===== config.mk =====
export PLATFORM = sky130hd
export DESIGN_NAME = div_ctrl_flat
export DESIGN_NICKNAME = d
export VERILOG_FILES = /design/src/rtl/div_ctrl_if.sv /design/src/rtl/div_ctrl.sv /design/src/flat_wrapper.sv
export SDC_FILE = /design/constraint.sdc
export NUM_CORES = 1
export LEC_CHECK = 0
export BUFFER_PORTS_ARGS = -buffer_cell sky130_fd_sc_hd__buf_2
export CAP_MARGIN = 15
export CORE_MARGIN = 2
export CORE_UTILIZATION = 49
export CTS_CLUSTER_SIZE = 40
export DETAILED_ROUTE_END_ITERATION = 8
export GPL_TIMING_DRIVEN = 0
export PLACE_DENSITY = 0.69
export SYNTH_ARGS = -nofsm -noshare
export SYNTH_HDL_FRONTEND = slang
export SYNTH_SLANG_ARGS = --single-unit

===== constraint.sdc =====
create_clock -name clk -period 3.65 [get_ports clk]
set_clock_uncertainty 0.15 [all_clocks]
set_input_delay 0.365 -clock clk [delete_from_list [all_inputs] [get_ports clk]]
set_output_delay 0.365 -clock clk [all_outputs]
set_load 0.03 [all_outputs]

===== src/rtl/div_ctrl_if.sv =====
// rtl/div_ctrl_if.sv - EX-stage divider request/result bundle
// The divider owns the slave side; the EX stage (or bench) drives the master side.
interface div_ctrl_if;
   logic        signed_div_i;
   logic [31:0] opdata1_i;
   logic [31:0] opdata2_i;
   logic        start_i;
   logic        annul_i;
   logic [63:0] result_o;
   logic        ready_o;
   logic        stallreq_o;

   modport master (
      output signed_div_i, opdata1_i, opdata2_i, start_i, annul_i,
      input  result_o, ready_o, stallreq_o
   );

   modport slave (
      input  signed_div_i, opdata1_i, opdata2_i, start_i, annul_i,
      output result_o, ready_o, stallreq_o
   );
endinterface


===== src/rtl/div_ctrl.sv =====
// rtl/div_ctrl.sv - 32-bit restoring divider FSM (DIV/DIVU) producing {remainder, quotient}
// Operands are converted to magnitudes at acceptance; signs are reapplied when the result is loaded.
module div_ctrl (
   input  logic       clk,
   input  logic       rst,
   div_ctrl_if.slave  bus
);

   typedef enum logic [1:0] {FREE, BYZERO, ON, END} state_t;

   state_t      state_q, state_d;
   logic [5:0]  cnt_q, cnt_d;
   logic [31:0] rem_q, rem_d;
   logic [31:0] quo_q, quo_d;
   logic [31:0] dvs_q, dvs_d;
   logic        neg_quo_q, neg_quo_d;
   logic        neg_rem_q, neg_rem_d;
   logic [63:0] result_q, result_d;
   logic        ready_q, ready_d;

   logic        op1_neg, op2_neg;
   logic [31:0] op1_abs, op2_abs;
   logic [32:0] rem_shift, diff;
   logic [31:0] quo_fix, rem_fix;

   always_comb begin
      op1_neg   = bus.signed_div_i & bus.opdata1_i[31];
      op2_neg   = bus.signed_div_i & bus.opdata2_i[31];
      op1_abs   = op1_neg ? (~bus.opdata1_i + 32'd1) : bus.opdata1_i;
      op2_abs   = op2_neg ? (~bus.opdata2_i + 32'd1) : bus.opdata2_i;
      // Partial remainder is always below the divisor, so 33 bits hold the shifted value.
      rem_shift = {rem_q, quo_q[31]};
      diff      = rem_shift - {1'b0, dvs_q};
      quo_fix   = neg_quo_q ? (~quo_q + 32'd1) : quo_q;
      rem_fix   = neg_rem_q ? (~rem_q + 32'd1) : rem_q;

      state_d   = state_q;
      cnt_d     = cnt_q;
      rem_d     = rem_q;
      quo_d     = quo_q;
      dvs_d     = dvs_q;
      neg_quo_d = neg_quo_q;
      neg_rem_d = neg_rem_q;
      result_d  = result_q;
      ready_d   = ready_q;

      case (state_q)
         FREE: begin
            if (bus.start_i && !bus.annul_i) begin
               if (bus.opdata2_i == 32'd0) begin
                  state_d = BYZERO;
               end else begin
                  state_d   = ON;
                  cnt_d     = 6'd0;
                  rem_d     = 32'd0;
                  quo_d     = op1_abs;
                  dvs_d     = op2_abs;
                  neg_quo_d = op1_neg ^ op2_neg;
                  neg_rem_d = op1_neg;
               end
            end
         end
         BYZERO: begin
            if (bus.annul_i) begin
               state_d = FREE;
            end else begin
               state_d  = END;
               result_d = 64'd0;
               ready_d  = 1'b1;
            end
         end
         ON: begin
            if (bus.annul_i) begin
               state_d = FREE;
            end else if (cnt_q == 6'd32) begin
               state_d  = END;
               result_d = {rem_fix, quo_fix};
               ready_d  = 1'b1;
            end else begin
               // Dividend shifts out of quo_q MSB-first while quotient bits shift in.
               if (!diff[32]) begin
                  rem_d = diff[31:0];
                  quo_d = {quo_q[30:0], 1'b1};
               end else begin
                  rem_d = rem_shift[31:0];
                  quo_d = {quo_q[30:0], 1'b0};
               end
               cnt_d = cnt_q + 6'd1;
            end
         end
         END: begin
            if (!bus.start_i) begin
               state_d = FREE;
               ready_d = 1'b0;
            end
         end
         default: begin
            state_d = FREE;
            ready_d = 1'b0;
         end
      endcase
   end

   always_ff @(posedge clk) begin
      if (rst) begin
         state_q   <= FREE;
         cnt_q     <= 6'd0;
         rem_q     <= 32'd0;
         quo_q     <= 32'd0;
         dvs_q     <= 32'd0;
         neg_quo_q <= 1'b0;
         neg_rem_q <= 1'b0;
         result_q  <= 64'd0;
         ready_q   <= 1'b0;
      end else begin
         state_q   <= state_d;
         cnt_q     <= cnt_d;
         rem_q     <= rem_d;
         quo_q     <= quo_d;
         dvs_q     <= dvs_d;
         neg_quo_q <= neg_quo_d;
         neg_rem_q <= neg_rem_d;
         result_q  <= result_d;
         ready_q   <= ready_d;
      end
   end

   assign bus.result_o   = result_q;
   assign bus.ready_o    = ready_q;
   assign bus.stallreq_o = bus.start_i & ~ready_q;

endmodule


===== src/flat_wrapper.sv =====
// flat-port wrapper written by rule: the top's interface ports become plain ports
module div_ctrl_flat 
  (clk, rst, bus_signed_div_i, bus_opdata1_i, bus_opdata2_i, bus_start_i, bus_annul_i, bus_result_o, bus_ready_o, bus_stallreq_o);
  div_ctrl_if bus_i ();
  input  logic clk;
  input  logic rst;
  input wire logic [$bits(bus_i.signed_div_i)-1:0] bus_signed_div_i;
  input wire logic [$bits(bus_i.opdata1_i)-1:0] bus_opdata1_i;
  input wire logic [$bits(bus_i.opdata2_i)-1:0] bus_opdata2_i;
  input wire logic [$bits(bus_i.start_i)-1:0] bus_start_i;
  input wire logic [$bits(bus_i.annul_i)-1:0] bus_annul_i;
  output wire logic [$bits(bus_i.result_o)-1:0] bus_result_o;
  output wire logic [$bits(bus_i.ready_o)-1:0] bus_ready_o;
  output wire logic [$bits(bus_i.stallreq_o)-1:0] bus_stallreq_o;
  assign bus_i.signed_div_i = bus_signed_div_i;
  assign bus_i.opdata1_i = bus_opdata1_i;
  assign bus_i.opdata2_i = bus_opdata2_i;
  assign bus_i.start_i = bus_start_i;
  assign bus_i.annul_i = bus_annul_i;
  assign bus_result_o = bus_i.result_o;
  assign bus_ready_o = bus_i.ready_o;
  assign bus_stallreq_o = bus_i.stallreq_o;
  div_ctrl u_core (.clk(clk), .rst(rst), .bus(bus_i));
endmodule

==> out/qor.txt <==
status -> finished, final reports clean
Cell Pwr Density -> 564.4 nW/um2
drt drc -> 0
Mapped Nets -> 1647
DP Wirelength -> 27620 um
cts hold-fix bufs -> 0
r2r endpoint -> u_core.rem_q[15]
final total power -> 7433 uW
Gate Count Post-Synth -> 1535
met1 Usage GRT -> 43.90%
max incr delay on CP -> 0.47 ns
worst min path class -> in -> reg
Placer Congestion -> 0.9383
kind of cell adding the most delay to the critical path -> compound AO/OA/AOI/OAI gates
Inserted Clock Buffers -> 17
Logic pwr share -> 43.9%
CORE AREA -> 22780 um2
critical setup path kind -> reg -> reg
drt first-iter violations -> 939
htree depth -> 4
DR vias/cell -> 5.758
initial antenna violation count -> 0
Fin Hold WS -> 0.07000 ns
Post-Syn Area -> 11440 um2
final worst slack -> 0.1078 ns
P_leak -> 0.005255 uW
number of global-route vias before repair -> 10267
met3 Use GR -> 3.074%
critical path cell sequence -> inv_1 > ha_1 > fa_1 > nor2b_1 > o31ai_2 > a2111o_1 > a21o_1 > and3_1 > o31a_1 > clkbuf_2 > nand4_1 > o211ai_1
Initial Util -> 50.21%
Worst Setup EP -> u_core.rem_q[15]
worst reg2reg setup slack -> 0.11 ns
gr ovfl total -> 0
P_int -> 4105 uW
DR WL/cell -> 17.44 um
worst setup path startpoint -> u_core.quo_q[31]
Die Wd -> 156.8 um
reg2reg path depth -> 12
TritonCTS clock tree -> yes
share of synthesized flip-flops with an asynchronous set or reset -> 0%
EDFF count, synth -> 0
reg-to-reg startpoint -> u_core.quo_q[31]
layout cells sized above 1 -> 13.20%
die area -> 24580 um2
clk_lat worst skew -> 0.45 ns
Sink Count -> 171
relative slew slack -> 31.51%
NetSw -> 3328 uW
Buffers on Ports -> 134
mean area per synthesized cell -> 7.451 um2
Layout area overhead -> 15.15%
FMAX -> 282.3 MHz
root buffer cell -> clkbuf_16
worst-margin pin slew -> 1.021 ns
Synth Warn # -> 0
CP Max Fanout -> 10
CP arrival -> 3.72 ns
Die Height -> 156.8 um
Final Max Tran Viols -> 0
Seq/Total Area, Yosys -> 29.93%
largest net degree at the start of global routing -> 21
pre-CTS setup slack -> -0.1339 ns
Max Buffers Root-to-Sink -> 2
post-route ant nets -> 0
endpoint class of the critical path -> register
I/O Pins -> 135
VDD IR max -> 0.0002794 V
final setup vio count -> 0
met2 usage -> 42.92%
Worst EP required -> 3.83 ns
clock slew at reported path FFs -> 0.07 ns
FP Rows -> 55
Final Util -> 57.82%
via count -> 11613
Clock Power Share -> 25.1%
minimum clock period -> 3.542 ns
worst path bufs/invs -> 2
Levels on crit path -> 12
GRT Overall Usage -> 28.67%
period utilisation layout -> 97.05%
drt pass-1 iters -> 5
drt total wl -> 35170 um
GR peak layer -> met1
#FFs+latches synth -> 171
# diodes -> 0
Sw Ratio -> 44.77%
Seq pwr share -> 31.0%
first-pass GRT wire length -> 55720 um
max_cap viols -> 0
Startpoint Class -> register
critical path's slowest cell -> a2111o_1
Primary FF master, synth -> dfxtp_1
post-synthesis cell type count -> 76
endpoints failing hold -> 0
nets -> 1803
-- layer usage --
layer | share of wire, % | up-vias | routed length, um
met5 | 0 | - | 0
met4 | 1.2 | 0 | 430
met3 | 7.3 | 27 | 2564
met2 | 43 | 388 | 15110
met1 | 49 | 5426 | 17070
li1 | - | 5772 | -
-- layout by cell type (no fill, tap or decap), drive strengths merged, types with 3 or more instances in the layout --
master	Yosys	layout
nand2	235	235
dfxtp	171	171
buf	23	159
nor2	146	146
a21oi	120	120
o21ai	101	101
clkbuf	71	89
xnor2	88	88
inv	69	77
xor2	52	52
ha	42	42
a211oi	39	39
nand3	37	37
nor3	35	35
nand4	32	32
o211ai	30	30
o31ai	30	30
a22oi	19	19
a31oi	15	15
nor4	15	15
a21o	13	13
nand2b	13	13
or3	12	12
or4	12	12
o41ai	11	11
nand3b	9	9
and3	9	9
and2	9	9
o21a	9	9
a41oi	8	8
nor2b	7	7
mux2i	7	7
clkinv	0	7
a21boi	4	4
a211o	4	4
nor3b	3	3
a311oi	3	3
mux2	3	3
-- power by group through the flow --
stage / Combinational [uW] / Sequential (uW) / Clock, uW
finish: 3260 / 2300 / 1870
floorplan: 2310 / 2270 / 0
detailed placement: 3140 / 2340 / 0
global placement: 3120 / 2330 / 0
global route: 3600 / 2330 / 1960
CTS: 3170 / 2290 / 1890
-- tightest hold or removal path, stage by stage --
cell and delay (ns):
buf_2 0.12, nand2_1 0.05, a311oi_1 0.07
-- cell type report --
| cell class | count | area (um2) |
|---|---|---|
| Multi-Input combinational cell | 1201 | 7372 |
| Inverter | 69 | 259.0 |
| Sequential cell | 171 | 3430 |
| Timing Repair Buffer | 138 | 698.2 |
| Buffer | 93 | 406.6 |
| Clock inverter | 15 | 187.7 |
| Tap cell | 313 | 391.6 |
| Clock buffer | 17 | 425.4 |
| Fill cell | 2245 | 9608 |
-- metrics by stage --
stage	TNS [ns]	cells	instance area, um2
finish	0	2017	13170
global route	-0.1243	2017	13170
CTS	0	2014	13130
detailed placement	-1.970	1982	12500
global placement	-0.5899	1982	12500
floorplan	0	1535	11440
-- synth_stat cells, types with 3 or more instances --
cell type,n,share of area (%)
a21oi_1,120,5.3
nand4_1,32,1.8
buf_6,3,0.30
and2_1,9,0.49
nor2b_1,7,0.38
a21boi_0,4,0.26
buf_1,4,0.13
nor4_1,11,0.60
mux2_2,3,0.30
inv_1,69,2.3
nand3b_1,9,0.59
o21ai_0,99,4.3
a31oi_1,15,0.82
mux2i_1,7,0.61
nor3_1,35,1.5
xnor2_1,88,6.7
or3_1,11,0.60
nand3_1,37,1.6
and3_1,9,0.49
a41oi_1,8,0.61
a211oi_1,38,2.5
clkbuf_1,71,2.3
xor2_1,52,4.0
nand2b_1,11,0.60
a211o_1,4,0.31
o211ai_1,30,2.0
dfxtp_1,171,30
o21a_1,9,0.59
or4_4,3,0.30
nand2_1,234,7.7
o31ai_1,28,1.8
a21o_1,13,0.85
nor3b_1,3,0.20
o41ai_1,11,0.84
a311oi_1,3,0.23
ha_1,42,4.6
buf_2,15,0.66
a22oi_1,19,1.2
nor2_1,144,4.7
or4_1,9,0.59
-- flip-flops by register name (all words and copies together) (netlist names) --
register             count
u_core.bus.ready_o       1
u_core.bus.result_o     64
u_core.cnt_q             6
u_core.dvs_q            32
u_core.neg_quo_q         1
u_core.neg_rem_q         1
u_core.quo_q            32
u_core.rem_q            32
u_core.state_q           2
-- how the worst min path moves through the flow --
| stage | start | endpoint | slack (ns) | depth (start not counted) |
|---|---|---|---|---|
| floorplan | u_core.cnt_q[5] | u_core.cnt_q[5] | 0.31 | 2 |
| global placement | u_core.bus.result_o[38] | u_core.bus.result_o[38] | 0.29 | 2 |
| detailed placement | u_core.bus.result_o[35] | u_core.bus.result_o[35] | 0.29 | 2 |
| CTS | bus_opdata2_i[1] | u_core.dvs_q[1] | 0.07 | 3 |
| global route | bus_opdata2_i[1] | u_core.dvs_q[1] | 0.11 | 3 |
| finish | bus_opdata2_i[1] | u_core.dvs_q[1] | 0.07 | 3 |
-- cell families (layout without fill, tap and decap cells) --
group | after synthesis | in the layout | synth area share (%)
AOI/OAI and AO/OA | 427 | 427 | 23.88
xor gates and xnor gates | 140 | 140 | 10.72
adders and majority gates | 43 | 43 | 4.770
buffers and inverters | 163 | 332 | 5.743
DFF | 171 | 171 | 29.93
muxes | 10 | 10 | 0.9080
and+or+nand+nor | 581 | 581 | 24.05
-- what timing repair did --
action                                  CTS  global route
gates resized for setup                   8            10
endpoints found under the setup margin   28            33
buffers inserted                          0             3
pin swaps                                 0             2
No activity file was read; power rests on OpenSTA's default activity.
